[src/rtl/fifo_pkt_drain.sv]
// Read-side drain of a priority packet fifo: frames the sop/eop word stream into SRAM
// at a wrapping write pointer and emits one (start, length) descriptor per good packet.
module fifo_pkt_drain #(
  parameter int unsigned DATA_WIDTH    = 256,
  parameter int unsigned ADDR_WIDTH    = 12,
  parameter int unsigned MAX_PKT_WORDS = 64,
  parameter int unsigned LEN_WIDTH     = 7
) (
  input  logic                  clk,
  input  logic                  rst,
  input  logic                  en,
  output logic                  read,
  input  logic                  in_sop,
  input  logic                  in_eop,
  input  logic                  in_vld,
  input  logic [DATA_WIDTH-1:0] in_data,
  output logic                  mem_we,
  output logic [ADDR_WIDTH-1:0] mem_addr,
  output logic [DATA_WIDTH-1:0] mem_wdata,
  output logic                  desc_vld,
  input  logic                  desc_ready,
  output logic [ADDR_WIDTH-1:0] desc_addr,
  output logic [LEN_WIDTH-1:0]  desc_len,
  output logic                  err_vld,
  output logic [1:0]            err_code
);

  typedef enum logic [1:0] {IDLE, BODY, DROP} state_t;

  localparam logic [1:0]            ERR_ORPHAN   = 2'd1;
  localparam logic [1:0]            ERR_NO_EOP   = 2'd2;
  localparam logic [1:0]            ERR_OVERSIZE = 2'd3;
  localparam logic [LEN_WIDTH-1:0]  MAX_CNT      = LEN_WIDTH'(MAX_PKT_WORDS);
  localparam logic [LEN_WIDTH-1:0]  ONE_LEN      = LEN_WIDTH'(1);
  localparam logic [ADDR_WIDTH-1:0] ONE_ADDR     = ADDR_WIDTH'(1);

  state_t                  state, state_d;
  logic [ADDR_WIDTH-1:0]   wr_ptr, wr_ptr_d;
  logic [ADDR_WIDTH-1:0]   pkt_start, pkt_start_d;
  logic [LEN_WIDTH-1:0]    word_cnt, word_cnt_d;
  logic                    mem_we_d;
  logic [ADDR_WIDTH-1:0]   mem_addr_d;
  logic [DATA_WIDTH-1:0]   mem_wdata_d;
  logic                    desc_vld_d;
  logic [ADDR_WIDTH-1:0]   desc_addr_d;
  logic [LEN_WIDTH-1:0]    desc_len_d;
  logic                    err_vld_d;
  logic [1:0]              err_code_d;
  logic                    start_pkt;
  logic [ADDR_WIDTH-1:0]   start_addr;

  // The bubble after each returned eop keeps at most one packet in flight.
  assign read = en & ~rst & ~desc_vld & ~(in_vld & in_eop);

  always_ff @(posedge clk) begin
    if (rst) begin
      state     <= IDLE;
      wr_ptr    <= '0;
      pkt_start <= '0;
      word_cnt  <= '0;
      mem_we    <= 1'b0;
      mem_addr  <= '0;
      mem_wdata <= '0;
      desc_vld  <= 1'b0;
      desc_addr <= '0;
      desc_len  <= '0;
      err_vld   <= 1'b0;
      err_code  <= 2'd0;
    end else begin
      state     <= state_d;
      wr_ptr    <= wr_ptr_d;
      pkt_start <= pkt_start_d;
      word_cnt  <= word_cnt_d;
      mem_we    <= mem_we_d;
      mem_addr  <= mem_addr_d;
      mem_wdata <= mem_wdata_d;
      desc_vld  <= desc_vld_d;
      desc_addr <= desc_addr_d;
      desc_len  <= desc_len_d;
      err_vld   <= err_vld_d;
      err_code  <= err_code_d;
    end
  end

  always_comb begin
    state_d     = state;
    wr_ptr_d    = wr_ptr;
    pkt_start_d = pkt_start;
    word_cnt_d  = word_cnt;
    mem_we_d    = 1'b0;
    mem_addr_d  = mem_addr;
    mem_wdata_d = mem_wdata;
    desc_vld_d  = desc_vld & ~desc_ready;
    desc_addr_d = desc_addr;
    desc_len_d  = desc_len;
    err_vld_d   = 1'b0;
    err_code_d  = 2'd0;
    start_pkt   = 1'b0;
    start_addr  = wr_ptr;

    if (in_vld) begin
      case (state)
        IDLE: begin
          if (in_sop) begin
            start_pkt = 1'b1;
          end else begin
            err_vld_d  = 1'b1;
            err_code_d = ERR_ORPHAN;
          end
        end
        BODY: begin
          if (in_sop) begin
            // Abandon the partial packet and reuse its space for the new one.
            err_vld_d  = 1'b1;
            err_code_d = ERR_NO_EOP;
            start_pkt  = 1'b1;
            start_addr = pkt_start;
          end else if (word_cnt == MAX_CNT) begin
            err_vld_d  = 1'b1;
            err_code_d = ERR_OVERSIZE;
            wr_ptr_d   = pkt_start;
            state_d    = in_eop ? IDLE : DROP;
          end else begin
            mem_we_d    = 1'b1;
            mem_addr_d  = wr_ptr;
            mem_wdata_d = in_data;
            wr_ptr_d    = wr_ptr + ONE_ADDR;
            word_cnt_d  = word_cnt + ONE_LEN;
            if (in_eop) begin
              desc_vld_d  = 1'b1;
              desc_addr_d = pkt_start;
              desc_len_d  = word_cnt + ONE_LEN;
              state_d     = IDLE;
            end
          end
        end
        DROP: begin
          if (in_sop) begin
            start_pkt = 1'b1;
          end else if (in_eop) begin
            state_d = IDLE;
          end
        end
        default: state_d = IDLE;
      endcase
    end

    // First word of a packet, shared by IDLE, DROP and the BODY restart.
    if (start_pkt) begin
      pkt_start_d = start_addr;
      word_cnt_d  = ONE_LEN;
      mem_we_d    = 1'b1;
      mem_addr_d  = start_addr;
      mem_wdata_d = in_data;
      wr_ptr_d    = start_addr + ONE_ADDR;
      if (in_eop) begin
        desc_vld_d  = 1'b1;
        desc_addr_d = start_addr;
        desc_len_d  = ONE_LEN;
        state_d     = IDLE;
      end else begin
        state_d = BODY;
      end
    end
  end

endmodule

[config.mk]
export PLATFORM = sky130hd
export DESIGN_NAME = fifo_pkt_drain
export DESIGN_NICKNAME = d
export VERILOG_FILES = /design/src/rtl/fifo_pkt_drain.sv
export SDC_FILE = /design/constraint.sdc
export NUM_CORES = 1
export LEC_CHECK = 0
export ABC_AREA = 0
export ABC_CLOCK_PERIOD_IN_PS = 5200
export CAP_MARGIN = 20
export CORE_AREA = 10 10 210 212
export DETAILED_ROUTE_END_ITERATION = 7
export DIE_AREA = 0 0 220 222
export PLACE_DENSITY = 0.75
export SKIP_CTS_REPAIR_TIMING = 1
export SLEW_MARGIN = 10
export SYNTH_ARGS = -nofsm -noshare
export SYNTH_HDL_FRONTEND = slang
export SYNTH_SLANG_ARGS = --single-unit
[constraint.sdc]
create_clock -name clk -period 5.2 [get_ports clk]
set_input_delay 0.78 -clock clk [delete_from_list [all_inputs] [get_ports clk]]
set_output_delay 0.78 -clock clk [all_outputs]
set_load 0.05 [all_outputs]
; ---- After elaboration in Yosys (flattened, before gate mapping)
; Index checks and enable logic that the tools add are counted.
[word_totals]
register_bits = 325
word_cells = 115
[classes]
n_eq_ne = 8
n_mux = 69
add_sub_neg = 3
n_reduce_logical = 10
n_bitwise = 12
[ops]
columns = cell, count
row1 = two-way mux 256 bit, 5
row2 = two-way mux 12 bit, 20
row3 = two-way mux 7 bit, 7
row4 = two-way mux 1 bit, 25
row5 = adder 12 x 1 -> 12 bit (second input constant), 2
row6 = two-way mux 2 bit, 9
row7 = AND reduction 4 bit, 3
row8 = adder 7 x 1 -> 7 bit (second input constant), 1
row9 = == test 7 bit (second input constant), 1
row10 = NOT 1 bit, 7
row11 = inequality test 3 bit (second input constant), 2
row12 = one-hot mux 2 bit (3 select lines), 1
row13 = AND 1 bit, 5
row14 = inequality test 2 bit (second input constant), 2
row15 = one-hot mux 2 bit (2 select lines), 1
row16 = nonzero test 2 bit, 2
row17 = OR reduction 2 bit, 2
row18 = AND reduction 3 bit, 1
row19 = OR reduction 3 bit, 1
row20 = == test 2 x 1 -> 1 bit (second input constant), 1
row21 = == test 2 bit (second input constant), 1
row22 = logical NOT 2 bit, 1
row23 = inequality test 2 x 1 -> 1 bit (second input constant), 1
row24 = one-hot mux 1 bit (2 select lines), 1

; ---- Longest topological paths before layout
; Gate-level depths: netlist of run 1.
[depth]
depth_word = 9
depth_mapped = 11
mapped_depth_nobuf = 9

; ---- Worst setup path before layout of run 1
; OpenSTA, ideal clock, no wires.
[synth_timing]
path_type = input to output
from = in rst
to = out read
arrival_time_ns = 2.026
stages = 5
setup_slack_ns = 2.394
n_path_buf = 2
cell_sequence = clkbuf_1 clkbuf_1 nor2_1 nand2_1 a21oi_1
[synth_between]
elab_chain_cells = 4
[synth_rtl]
columns = item, line_no
row1 = "start, declared", 10  ; input logic rst,
row2 = NOT 1 bit, 53  ; assign read = en & ~rst & ~desc_vld & ~(in_vld & in_eop);
row3 = AND 1 bit (3 in series), 53
row4 = "end, declared", 12  ; output logic read,
; No other way between the ends.

; ---- Worst setup path in the final report of run 1
[layout_timing]
from = in in_eop
to = out read
[layout_between]
elab_chain_cells = 3
[layout_rtl]
columns = item, line_no
row1 = "start, declared", 14  ; input logic in_eop,
row2 = AND 1 bit, 53
row3 = NOT 1 bit, 53
row4 = AND 1 bit, 53
; No other way between the ends.

==> reports/qor.yml, run 1 <==
outcome: "complete, no violations"
antenna_cells: 0
grt_pass1_wl_mm: 74.4
io_pins: 556
port-buffer-count: 555
maxCapViolCount: 0
dieArea_um2: 48800
fin_setup_tns_ps: 0
dp.cells: 2561
vias_per_cell: 4.87
grt.overflow.total: 0
drv_slew: 0
nNetsFinal: 2346
antenna_left: 0
cts_htree_levels: 2
drt_iter0_drc: 1060
cts_tree: "done"
area_growth_pct: 56.9
fin_skew_ps: 19.2
crit_type: "in -> out"
relSlewSlack_pct: 27.5
tightestPinTransition_ps: 1090
row_count: 73
antenna_found_initial: 2
synth_ff_type: "dfxtp_1"
routed_wl_mm: 50.2
grt_pass1_vias: 12300
ys_seq_area_share_pct: 52.2
drive_gt1_share_pct: 4.29
fin_crit_ps: 3320
power.leakage_nw: 7.04
dr.pass1.iters: 5
cts_inserted_buffers: 37
cp.arrival_ps: 2540
instances_no_fill: 2623
clockBufferDepth: 3
synthesis.area_um2: 12500
final_cell_mix: "nand2_1 (595), clkdlybuf4s50_1 (554), dfxtp_1 (325), a21oi_1 (274), nor2_1 (51)"
fin_crit_sh_pct: 63.8
synth_top_area_cell: "dfxtp_1"
syn_area_per_cell_um2: 7.88
insertion_delay_ps: 540
core_area_um2: 39600
hold_path.class: "reg -> reg"
setup.worst_path.start_class: "primary input"
layout_commonest_cell: "nand2_1"
clk_pin_slew_ps: 50
grt_max_degree: 191
total_power_mw: 6.54
synth_cells: 1583
timing.fmax_mhz: 301
die_w_um: 220
synth_nets: 1854
ys_async_sr_fraction_pct: 0
critical_path_peak_fanout: 14
fp.dieH_um: 222
ir_worst_vdd_v: 0.000242
yosysTopAreaCellShare_pct: 52.2
root_buffer: "clkbuf_16"
ys_ff_latch: 325
end_kind: "output pin"
yosysWarnings: 0
hpwl_mm: 36.5
synth_edf_count: 0
pwr_density_cell_nw_per_um2: 334
start_util_pct: 31.5
grtUsageTotal_pct: 19.2
setup_viol: 0
rsz0062_at_grt: "no"
gp_congestion: 0.899
yosys-top-cells-area: "dfxtp_1 (52%), nand2_1 (18%), a21oi_1 (11%), clkbuf_1 (1.7%), buf_4 (1.6%)"
drcViolationCount: 0
required_ps: 4420
vias: 12800
cts_sinks: 325
hold_viol_final: 0
yosysUniqueCellTypes: 56
route.detailed.wl_per_inst_um: 19.1
==> cells in the mapped netlist (all sizes together) (3+ instances only) <==
cell	instances
o21a	3
a21oi	274
dfxtp	325
and2	4
mux2	7
xor2	8
a31oi	20
and3	6
a311oi	8
clkbuf	58
inv	9
nor3	16
xnor2	9
nor4	5
a221oi	4
nand4	6
nor2	53
a211oi	14
o21ai	21
buf	64
nand3	16
mux2i	10
ha	8
nand2	596
nand3b	3
==> sequential cells by signal (all words and copies together) (netlist names) <==
register	cells
desc_addr	12
desc_len	7
desc_vld	1
err_code	2
err_vld	1
mem_addr	12
mem_wdata	256
mem_we	1
pkt_start	12
state	2
word_cnt	7
wr_ptr	12
==> kinds of logic (layout without fill, tap and decap cells) <==
family	Yosys count	in the layout	synth area share, %
flops	325	325	52.2
simple gates	718	718	23.0
xor+xnor	17	17	1.19
fa+ha+maj	8	8	0.803
mux	17	17	1.44
compound gates	367	367	16.3
buf+inv	131	646	5.09
==> final timing paths <==
path	from	slack, ps	endpoint	cells past startpoint
max	in_eop	1880	read	3
min	mem_wdata[237]$_SDFFE_PP0P_	450	mem_wdata[237]$_SDFFE_PP0P_	2
max reg2reg	word_cnt[0]$_SDFFE_PP0P_	1980	mem_wdata[216]$_SDFFE_PP0P_	9
min reg2reg	mem_wdata[237]$_SDFFE_PP0P_	450	mem_wdata[237]$_SDFFE_PP0P_	2
==> layout make-up <==
class | count | area (um^2)
clock buffer | 54 | 1100
clock inverter | 8 | 125
fill | 3648 | 20100
inverter | 9 | 33.8
multi-input combinational | 1127 | 5340
sequential | 325 | 6510
tap | 525 | 657
timing repair buffer | 575 | 5800
==> per-stage QoR <==
stage	setup WS, ps	hold WS [ps]	area (um^2)	utilization (%)
6_report	1880	447	19600	49.3
5_1_grt	1690	462	19600	49.3
4_1_cts	1860	451	19600	49.3
3_5_place_dp	1370	442	18300	46.2
3_3_place_gp	1470	437	18300	46.2
2_1_floorplan	2390	462	12500	-
==> critical path, cell delays in order <==
cell and delay (ps):
clkdlybuf4s50_1 670, a21oi_1 250, clkdlybuf4s50_1 830
==> power by group <==
group	total [mW]	switching [mW]	internal, mW	leakage [nW]
clock network	2.65	1.04	1.62	0.600
logic	1.20	0.735	0.461	3.78
registers	2.69	0.0763	2.61	2.66
==> routing by layer <==
metal,part of all wire [%],track usage (%)
met5,0.022,0
met4,2.3,5.26
met3,12,8.39
met2,49,32.8
met1,37,21.2
No activity file was read; power rests on OpenSTA's default activity.
==> run 2, diff against run 1 <==
Settings changed: ABC_CLOCK_PERIOD_IN_PS 5200 to 3100, CORE_AREA 10 10 210 212 to 10 10 205 207, DIE_AREA 0 0 220 222 to 0 0 215 217, PLACE_DENSITY 0.75 to 0.78.
Clock period 5.2 ns to 3.1 ns, I/O delays scaled along.
==> run 2 against run 1 <==
Against the previous run: die area is 4.5% lower; clock power is 61% higher; sequential share of layout area is 0.14 points lower; sequential cell count stayed put; clock-buffer cell count is 6 lower; clock skew is 6.1 ps lower; setup slack worse by 1400 ps; first-iteration DRC count is 19% higher; routed wire length is 1.2% higher; critical path depth is 1 higher; combinational power is 69% higher; non-clock buffer count is 15 higher; largest cell class unchanged.
==> reports/qor.yml, run 2 (synthesized netlist as in run 1, its figures left out) <==
drcViolationCount: 0  # unchanged
cts_tree: "done"  # unchanged
stdcell_area_um2: 19600  # about the same
vias_per_cell: 4.95  # was 4.87
die_w_um: 215  # was 220 um
largest_reg_flops: 256  # unchanged
end_kind: "output pin"  # unchanged
port-buffer-count: 555  # unchanged
nNetsFinal: 2360  # was 2346
io_pins: 556  # unchanged
rsz0062_at_grt: "no"  # unchanged
cts_sinks: 325  # unchanged
tightestPinTransition_ps: 859  # was 1090 ps
fin_setup_tns_ps: 0  # unchanged
core_area_um2: 38100  # was 39600 um^2
fin_crit_sh_pct: 83.2
root_buffer: "clkbuf_16"  # unchanged
start_util_pct: 32.7  # was 31.5%
relSlewSlack_pct: 42.7  # was 27.5%
setup_ws_ps: 519  # was 1880 ps
maxCapViolCount: 0  # unchanged
pwr_density_cell_nw_per_um2: 550  # was 334 nW/um^2
drt_iter0_drc: 1265  # was 1060
drive_gt1_share_pct: 5.20  # was 4.29%
crit_type: "in -> out"  # unchanged
cts_inserted_buffers: 36  # was 37
instances_no_fill: 2636  # was 2623
area.sequential_um2: 6510  # unchanged
power.leakage_nw: 7.10  # was 7.04 nW
dr.pass1.iters: 5  # unchanged
required_ps: 2630  # was 4420 ps
fin_crit_ps: 2580
outcome: "complete, no violations"  # unchanged
row_count: 72  # was 73
gp_congestion: 0.929  # was 0.899
fin_util_pct: 51.5  # was 49.3%
ir_worst_vdd_v: 0.000504  # was 0.000242 V
hpwl_mm: 37.3  # was 36.5 mm
grt.overflow.total: 0  # unchanged
antenna_found_initial: 4  # was 2
largest_register: "mem_wdata"  # unchanged
cp.arrival_ps: 2120  # was 2540 ps
insertion_delay_ps: 530  # was 540 ps
layout_commonest_cell: "nand2_1"  # unchanged
fp.dieH_um: 217  # was 222 um
critical_path_peak_fanout: 7  # was 14
antenna_left: 0  # unchanged
grt_pass1_vias: 12600  # was 12300
drv_slew: 0  # unchanged
grt_max_degree: 180  # was 191
timing.fmax_mhz: 387
vias: 13100  # was 12800
setup.worst_path.start_class: "primary input"  # unchanged
cts_htree_levels: 2  # unchanged
hold_viol_final: 0  # unchanged
area_growth_pct: 57.5  # was 56.9%
post-place-ws_ps: 423  # was 1370 ps
dp.cells: 2569  # was 2561
clk_pin_slew_ps: 60  # was 50 ps
multiInputGateArea_um2: 5340  # unchanged
grt_pass1_wl_mm: 75.7  # was 74.4 mm
clockBufferDepth: 3  # unchanged
post_dp_cell_area_um2: 18500  # was 18300 um^2
final_cell_mix: "nand2_1 (595), clkdlybuf4s50_1 (554), dfxtp_1 (325), a21oi_1 (274), nor2_1 (51)"  # unchanged
route.detailed.wl_per_inst_um: 19.2  # was 19.1 um
hold_path.class: "reg -> reg"  # unchanged
fin_skew_ps: 13.2  # was 19.2 ps
routed_wl_mm: 50.7  # was 50.2 mm
dieArea_um2: 46700  # was 48800 um^2
fillers: 3445  # was 3648
setup_viol: 0  # unchanged
grtUsageTotal_pct: 20.3  # was 19.2%
[run 2: where the power goes]
group | internal, mW | total (mW) | switching [mW]
registers | 4.39 | 4.51 | 0.128
logic | 0.785 | 2.03 | 1.24
clock network | 2.52 | 4.26 | 1.74
total | 7.69 | 10.8 | 3.11
[run 2: through the flow]
stage | total power, mW | hold WS, ps
2_1_floorplan | 5.72 | 462
3_3_place_gp | 6.60 | 437
3_5_place_dp | 6.63 | 442
4_1_cts | 10.9 | 450
5_1_grt | 11.2 | 463
6_report | 10.8 | 447
[run 2: final timing paths]
check | slack (ps) | end | cells after the start | from
worst max register to register | 560 | mem_wdata[26]$_SDFFE_PP0P_ | 8 | word_cnt[0]$_SDFFE_PP0P_
worst max-delay path | 520 | read | 4 | in_vld
worst min-delay path | 450 | mem_wdata[59]$_SDFFE_PP0P_ | 2 | mem_wdata[59]$_SDFFE_PP0P_
worst min register to register | 450 | mem_wdata[59]$_SDFFE_PP0P_ | 2 | mem_wdata[59]$_SDFFE_PP0P_
[run 2: area by class of cell]
| class | count | share of cell area, % |
|---|---|---|
| multi-input cells | 1127 | 27.2 |
| diodes | 4 | 0.0510 |
| flip-flops and latches | 325 | 33.1 |
| well taps | 518 | 3.30 |
| clock inverters | 15 | 0.669 |
| clock buffers | 48 | 5.28 |
| repair buffers | 590 | 30.2 |
| inverters | 9 | 0.172 |
[run 2: layer usage]
metal  up-vias  track usage [%]  part of all wire, %
li1       6260                -                    -
met2       639             33.4                   47
met5         -                0                0.026
met4         2             8.50                  3.8
met1      6054             23.7                   39
met3       101             7.20                   11
[run 2: worst max-delay path, cell delays in order]
cell and delay [ps]:
clkdlybuf4s50_1 510, buf_4 210, a21oi_1 120, clkdlybuf4s50_1 810
